==> src/rtl/sort4_ctrl.sv <==
// Sequential 4-element ascending sorter: one shared 4-bit comparator, one
// bubble-sort compare-and-swap per clock, start/busy/done handshake.

module comparator_4b (
  input  logic [3:0] num1,
  input  logic [3:0] num2,
  output logic       gto,
  output logic       eqo,
  output logic       lto
);
  assign gto = (num1 >  num2);
  assign eqo = (num1 == num2);
  assign lto = (num1 <  num2);
endmodule

module sort4_ctrl (
  input  logic        clk,
  input  logic        rst,
  input  logic        start,
  input  logic [15:0] din,
  output logic        busy,
  output logic        done,
  output logic [15:0] dout,
  output logic [2:0]  swaps
);

  typedef enum logic [1:0] {
    IDLE = 2'd0,
    SORT = 2'd1,
    DONE = 2'd2
  } state_t;

  state_t          state;
  logic [3:0][3:0] w;
  logic [2:0]      step;
  logic [2:0]      swap_cnt;

  logic [1:0]      idx_lo;
  logic [1:0]      idx_hi;
  logic [3:0][3:0] w_nxt;
  logic [2:0]      swap_cnt_nxt;
  logic            gto;
  logic            eqo;
  logic            lto;

  // Bubble schedule: pairs (0,1) (1,2) (2,3) (0,1) (1,2) (0,1).
  always_comb begin
    // NOTE: every always_comb output gets a default first, so no path leaves it
    // unassigned and no latch is inferred.
    idx_lo = 2'd0;
    case (step)
      3'd1, 3'd4: idx_lo = 2'd1;
      3'd2:       idx_lo = 2'd2;
      default:    idx_lo = 2'd0;
    endcase
    idx_hi = idx_lo + 2'd1;
  end

  comparator_4b u_cmp (
    .num1 (w[idx_lo]),
    .num2 (w[idx_hi]),
    .gto  (gto),
    .eqo  (eqo),
    .lto  (lto)
  );

  // Only a strict greater-than swaps, so equal elements keep their order.
  always_comb begin
    w_nxt        = w;
    swap_cnt_nxt = swap_cnt;
    if (gto && !eqo && !lto) begin
      w_nxt[idx_lo] = w[idx_hi];
      w_nxt[idx_hi] = w[idx_lo];
      swap_cnt_nxt  = swap_cnt + 3'd1;
    end
  end

  // NOTE: sequential state uses non-blocking assignments only, so every
  // register samples pre-edge values regardless of statement order.
  always_ff @(posedge clk) begin
    if (rst) begin
      state    <= IDLE;
      w        <= '0;
      step     <= 3'd0;
      swap_cnt <= 3'd0;
      busy     <= 1'b0;
      done     <= 1'b0;
      dout     <= 16'h0000;
      swaps    <= 3'd0;
    end else begin
      case (state)
        IDLE, DONE: begin
          done <= 1'b0;
          if (start) begin
            w        <= din;
            step     <= 3'd0;
            swap_cnt <= 3'd0;
            busy     <= 1'b1;
            state    <= SORT;
          end else begin
            state <= IDLE;
          end
        end
        SORT: begin
          w        <= w_nxt;
          swap_cnt <= swap_cnt_nxt;
          if (step == 3'd5) begin
            // Results come from the post-swap values of the last step.
            dout  <= w_nxt;
            swaps <= swap_cnt_nxt;
            busy  <= 1'b0;
            done  <= 1'b1;
            state <= DONE;
          end else begin
            step <= step + 3'd1;
          end
        end
        default: begin
          busy  <= 1'b0;
          done  <= 1'b0;
          state <= IDLE;
        end
      endcase
    end
  end

endmodule

==> config.mk <==
export PLATFORM = sky130hd
export DESIGN_NAME = sort4_ctrl
export DESIGN_NICKNAME = d
export VERILOG_FILES = /design/src/rtl/sort4_ctrl.sv
export SDC_FILE = /design/constraint.sdc
export NUM_CORES = 1
export LEC_CHECK = 0
export CAP_MARGIN = 20
export CORE_ASPECT_RATIO = 0.6
export CORE_MARGIN = 3
export CORE_UTILIZATION = 43
export CTS_BUF_LIST = sky130_fd_sc_hd__clkbuf_2 sky130_fd_sc_hd__clkbuf_4 sky130_fd_sc_hd__clkbuf_8
export DETAILED_ROUTE_END_ITERATION = 10
export PLACE_DENSITY = 0.66
export SLEW_MARGIN = 40
export SYNTH_ARGS = -nofsm -noshare
export SYNTH_HDL_FRONTEND = slang
export SYNTH_SLANG_ARGS = --single-unit
==> constraint.sdc <==
create_clock -name clk -period 7.4 [get_ports clk]
set_input_delay 1.11 -clock clk [delete_from_list [all_inputs] [get_ports clk]]
set_output_delay 1.11 -clock clk [all_outputs]
set_load 0.01 [all_outputs]
==> metrics, run 1 <==
Slew headroom=52.4%; routed vias/inst=between 6 and 7; slowest library cell on the worst path=a32oi_1; CTS tree=built; Fillers=about 560; number of global-route vias before repair=2422; final RePlAce weighted congestion=between 0.9 and 1; Final Hold Vio Count=0; pwr/cell area=approximately 230 mW/mm²; num rows=21; Post-Syn Instances=324; CP cell instances=inv_1 > ha_1 > mux2_4 > clkinv_4 > ha_1 > nor3b_2 > nand2_1 > a32oi_1 > ha_1 > nand4_1 > o21a_1 > o211ai_1 > a222oi_1 > a22o_1; initial drt markers=286; hold slack final=approximately 0.46 ns; routed wire length=about 8200 µm; Worst Setup Path Type=reg2reg; initial antenna violation count=0; Ports=40; crit path launch type=flop; Crit. End Element=flop; Worst EP arrival=4.86 ns; final setup fails=0; clock latency on the worst-skew pair=0.30 ns; Synth Net Count=362; Layout area overhead=19.7%; syn avg cell area=8.41 µm²; total grt overflow=0; Post-Place Cells=around 430; DR pass1 iterations=5; final core occ=55.9%; worst-case clock buffer depth=2; CTS clk-pin slew, worst paths=0.09 ns; die height=67.7 µm; time the worst path needs with I/O delays and setup=4.61 ns; TritonCTS buffer count=5; WP data required=7.65 ns; Post-synth ARST share=0%; H-tree depth=2; part of the cycle the worst path needs=between 60 and 70%; DR WL/cell=18.8 µm; status=finished, final reports clean; clk_skew=around 0.0069 ns; Worst Hold Class=reg2reg; Die ar.=0.00736 mm²; Starting Density=46.7%; footprint of the multi-input gates=0.00168 mm²; RSZ-0062 raised after global routing=false; Antenna Cells=0; layout cells sized above 1=7.26%; root buf cell=clkbuf_8; max-cap viol count=0; first-pass GRT wire length=between 10000 and 15000 µm; clk sinks=45; Antenna Nets Post-Route=0; Nets=slightly below 400; post-CTS setup buffers=0; Mapped Area=0.00272 mm²; Yosys cell types=57; Post-DP HPWL=slightly above 6000 µm; setup TNS=0 ns; Max Freq=roughly 0.22 GHz; total global-route track usage=23.0%; sequential cell area=901 µm²; most frequent cell on the critical path=ha_1; via count=about 2700; number of synthesized flops with an enable pin=0; cts-stage hold buffer count=0; VDD IR-drop max=0.102 mV; CP max FO=12; CP peak stage delay=between 0.5 and 0.6 ns; Power Total=0.000752 W; Yosys reg bits=45; Worst-Margin Slew=0.712 ns; core area=approximately 0.0058 mm²; largest net degree at the start of global routing=38; Port-buffer cells=39; Die Span X=~110 µm; Seq/Total Area, Yosys=33.1%; Leak=1.23 nW; Non-Filler Instances=438; PostCTS Resize Cnt=0; DRC=0; Post-synth top flop=dfxtp_1; Pins Over Slew Limit=0; YS warnings=0
-- state kept, by name, indices dropped and copies added, names as in the netlist --
name	count
swaps	3
dout	16
done	1
w	16
step	3
swap_cnt	3
busy	1
state	2
-- placed cells by master (no fill, tap or decap), drive strengths merged, types with 2 or more instances in the layout --
master,count
a222oi,3
mux2,6
nor3,2
buf,5
nand2,35
a22o,2
o22ai,12
nand2b,5
o2111ai,2
inv,15
a21oi,19
o21a,5
clkdlybuf4s50,39
or3,2
ha,19
o31ai,4
nand3b,4
a221oi,2
o32ai,7
and3,2
a22oi,12
dfxtp,45
a211oi,6
o2bb2ai,3
o221ai,5
mux2i,9
clkbuf,6
o21ai,12
a311oi,3
a21o,2
o21bai,3
o211ai,2
nand3,8
and2,2
nor2b,2
a32oi,3
clkinv,3
nor2,28
xor2,3
-- cell usage after synthesis, types with 2 or more instances --
cell type	number	area (µm²)
nand2b_1	5	31.3
o21ai_0	11	55.1
o32ai_1	7	61.3
o21a_1	5	37.5
o2111ai_1	2	17.5
a311oi_1	3	26.3
nand3_1	8	40.0
nor2b_1	2	12.5
a21o_1	2	15.0
o221ai_1	5	43.8
a222oi_1	3	30.0
and3_1	2	12.5
o2bb2ai_1	3	26.3
mux2_2	4	45.0
a221oi_1	2	17.5
a22oi_1	12	90.1
ha_1	19	238
nor2_1	28	105
a21oi_1	19	95.1
a22o_1	2	17.5
nand3b_1	4	30.0
clkbuf_1	14	52.6
o211ai_1	2	15.0
xor2_1	3	26.3
inv_1	14	52.6
a32oi_1	2	17.5
or3_1	2	12.5
mux2i_1	8	80.1
a211oi_1	6	45.0
dfxtp_1	45	901
and2_1	2	12.5
o22ai_1	12	75.1
o31ai_1	4	30.0
nand2_1	35	131
buf_2	2	10.0
nor3_1	2	10.0
o21bai_1	3	22.5
-- final timing paths --
| check | from | to | slack (ns) | cells past startpoint |
|---|---|---|---|---|
| worst max-delay path | step[1]$_SDFFE_PP0P_ | dout[12]$_SDFFE_PP0P_ | 2.79 | 14 |
| worst min-delay path | dout[11]$_SDFFE_PP0P_ | dout[11]$_SDFFE_PP0P_ | 0.46 | 2 |
| worst max register to register | step[1]$_SDFFE_PP0P_ | dout[12]$_SDFFE_PP0P_ | 2.79 | 14 |
| worst min register to register | dout[11]$_SDFFE_PP0P_ | dout[11]$_SDFFE_PP0P_ | 0.46 | 2 |
-- area by class of cell --
| type | count | share of cell area (%) |
|---|---|---|
| Sequential cell | 45 | 27.6 |
| Inverter | 16 | 2.00 |
| Multi-Input combinational cell | 245 | 51.6 |
| Clock buffer | 6 | 2.34 |
| Clock inverter | 2 | 0.307 |
| Timing Repair Buffer | 44 | 13.0 |
| Tap cell | 80 | 3.07 |
-- per-layer routing --
metal | vias up | GRT usage, % | wire length [µm]
li1 | 1285 | - | -
met1 | 1264 | 34.8 | 4070
met2 | 126 | 29.4 | 3090
met3 | 10 | 9.46 | 990
met4 | 0 | 5.35 | 85
met5 | - | 0 | 0
-- logic make-up (layout without fill, tap and decap cells) --
group                    Yosys count  after routing  share of synthesized area (%)
multiplexers                      15             15                           6.06
AO/OA/AOI/OAI                    113            113                           29.8
AND/OR/NAND/NOR                   94             94                           15.8
XOR/XNOR                           4              4                           1.29
adder cells (fa/ha/maj)           19             19                           8.73
buffers and inverters             34             68                           5.24
flip-flops                        45             45                           33.1
-- per-stage QoR --
| stage | setup WS (ns) | area, µm² |
|---|---|---|
| after global routing | 2.48 | 3260 |
| after CTS | 2.82 | 3250 |
| after detailed placement | 2.86 | 3170 |
| after global placement | 3.06 | 3170 |
| final | 2.79 | 3260 |
| after floorplan | 3.67 | 2720 |
-- worst max-delay path: cells and delay by family (launching register included) --
family,cells,cell delay (ns)
mux,1,0.25
fa+ha+maj,3,0.98
compound gates,5,1.93
buf+inv,2,0.23
simple gates,3,0.82
flops,1,0.35
-- report_power, final --
part / leakage, nW / switching (W) / internal (W) / total, W
sequential: 0.366 / 0.0000201 / 0.000256 / 0.000276
combinational: 0.819 / 0.000209 / 0.000111 / 0.000320
clock: 0.0484 / 0.0000866 / 0.0000694 / 0.000156
total: 1.23 / 0.000316 / 0.000436 / 0.000752
Note: power is estimated with default switching activity, not from simulation.
==> run 2: changes to the inputs <==
==> constraint.sdc (replaced) <==
create_clock -name clk -period 4.4 [get_ports clk]
set_input_delay 0.66 -clock clk [delete_from_list [all_inputs] [get_ports clk]]
set_output_delay 0.66 -clock clk [all_outputs]
set_load 0.01 [all_outputs]
==> run 2 against run 1 <==
Against the previous run: die area stayed put; wire length is 6.4% higher; first-iteration DRC count is 2.8% lower; combinational power is 91% higher; register-to-register slack worse by 2.6 ns; sequential power is 69% higher.
==> metrics, run 2 (synthesis results as in run 1) <==
status=finished, final reports clean; Worst Hold Class=reg2reg; DR pass1 iterations=5; time the worst path needs with I/O delays and setup=4.25 ns; Port-buffer cells=39; Worst-Margin Slew=0.726 ns; TritonCTS buffer count=5; root buf cell=clkbuf_8; total grt overflow=0; first-pass GRT wire length=around 14000 µm; hold slack final=0.457 ns; initial drt markers=between 200 and 300; crit path launch type=flop; layout cells sized above 1=around 12%; clock latency on the worst-skew pair=0.30 ns; Nets=410; die height=67.7 µm; RSZ-0062 raised after global routing=false; Leak=1.31 nW; clk sinks=45; VDD IR-drop max=0.164 mV; pwr/cell area=between 300 and 400 mW/mm²; Antenna Nets Post-Route=0; CP max FO=9; Antenna Cells=0; routed wire length=between 8000 and 9000 µm; part of the cycle the worst path needs=96.5%; clk_skew=0.00365 ns; Worst Setup Path Type=reg2reg; CTS clk-pin slew, worst paths=0.09 ns; routed vias/inst=slightly above 6; most frequent cells in the layout=dfxtp_1, clkdlybuf4s50_1, nand2_1; hold depth=2; initial antenna violation count=0; Final Hold Vio Count=0; Max Freq=between 0.2 and 0.25 GHz; Post-DP HPWL=roughly 6600 µm; largest net degree at the start of global routing=26; number of global-route vias before repair=2636; Slew headroom=51.6%; Ports=40; Pins Over Slew Limit=0; num rows=21; CTS tree=built; via count=2776; total global-route track usage=about a quarter; H-tree depth=2; most common cell after layout, fill and taps aside=dfxtp_1; DR WL/cell=19.3 µm; Starting Density=a little under half; WP data required=roughly 4.6 ns; final RePlAce weighted congestion=0.977; core area=slightly below 0.006 mm²; setup TNS=0 ns; post-CTS setup buffers=0; Worst Reg2Reg Path Length in Cells=14; Crit. End Element=flop; Worst EP arrival=4.40 ns; max-cap viol count=0; Die ar.=approximately 0.0074 mm²; DRC=0; Die Span X=109 µm; top flop regs=dout (16), w (16); Layout area overhead=24.2%; final setup fails=0; worst-case clock buffer depth=2
-- run 2: cell types whose count changed in the layout (fill, tap and decap cells not counted) --
cell | before | now
nor2b_1 | 2 | 1
or3_1 | 2 | 1
or3_4 | 0 | 1
buf_4 | 4 | 20
nor2b_2 | 0 | 1
buf_2 | 1 | 0
-- run 2: stage by stage --
stage / power, W / cell area, µm² / utilization [%] / setup WS, ns / std cells
2_1_floorplan: 0.000843 / 2720 / - / 0.675 / 324
3_3_place_gp: 0.00106 / 3290 / 56.3 / 0.311 / 445
3_5_place_dp: 0.00105 / 3290 / 56.4 / 0.233 / 445
4_1_cts: 0.00132 / 3380 / 57.9 / 0.205 / 453
5_1_grt: 0.00141 / 3380 / 58.0 / 0.0260 / 453
6_report: 0.00134 / 3380 / 58.0 / 0.154 / 453
-- run 2: repair_timing --
action,in CTS,in global routing
resized for setup,0,2
endpoints found under the setup margin,0,12
hold endpoints to repair,0,0
hold buffers,0,0
-- run 2: metal layers --
| metal | track usage (%) | vias up | part of all wire (%) |
|---|---|---|---|
| met5 | 0 | - | 0 |
| met4 | 4.41 | 0 | 0.58 |
| met3 | 8.79 | 6 | 11 |
| met2 | 34.3 | 146 | 38 |
| met1 | 38.0 | 1318 | 51 |
| li1 | - | 1306 | - |
-- run 2: power breakdown --
part	internal, W	switching [W]	total (W)
clock	0.000117	0.000149	0.000266
sequential	0.000431	0.0000354	0.000466
combinational	0.000235	0.000377	0.000612
total	0.000782	0.000561	0.00134
-- run 2: cell type report --
| type | count | area [µm²] |
|---|---|---|
| clock buffers | 6 | 76.3 |
| clock inverters | 2 | 10.0 |
| fillers | 565 | 2450 |
| inverters | 16 | 65.1 |
| multi-input cells | 245 | 1690 |
| flip-flops and latches | 45 | 901 |
| well taps | 80 | 100 |
| repair buffers | 59 | 541 |
-- run 2: critical path: stages (launching register included) --
cell and delay, ns:
dfxtp_1 0.39, inv_1 0.11, ha_1 0.27, mux2_4 0.34, ha_1 0.44, buf_4 0.19
mux2_2 0.33, o21a_1 0.23, inv_1 0.10, ha_1 0.29, nand4_1 0.21, o21a_1 0.37
nand3_1 0.20, o221ai_1 0.46, o22ai_1 0.16
-- run 2: path summary, 6_finish.rpt --
kind / start / end / slack [ns]
setup / recovery: step[1]$_SDFFE_PP0P_ / w[3]$_SDFFE_PP0P_ / 0.15
hold / removal: dout[10]$_SDFFE_PP0P_ / dout[10]$_SDFFE_PP0P_ / 0.46
setup reg to reg: step[1]$_SDFFE_PP0P_ / w[3]$_SDFFE_PP0P_ / 0.15
hold reg to reg: dout[10]$_SDFFE_PP0P_ / dout[10]$_SDFFE_PP0P_ / 0.46
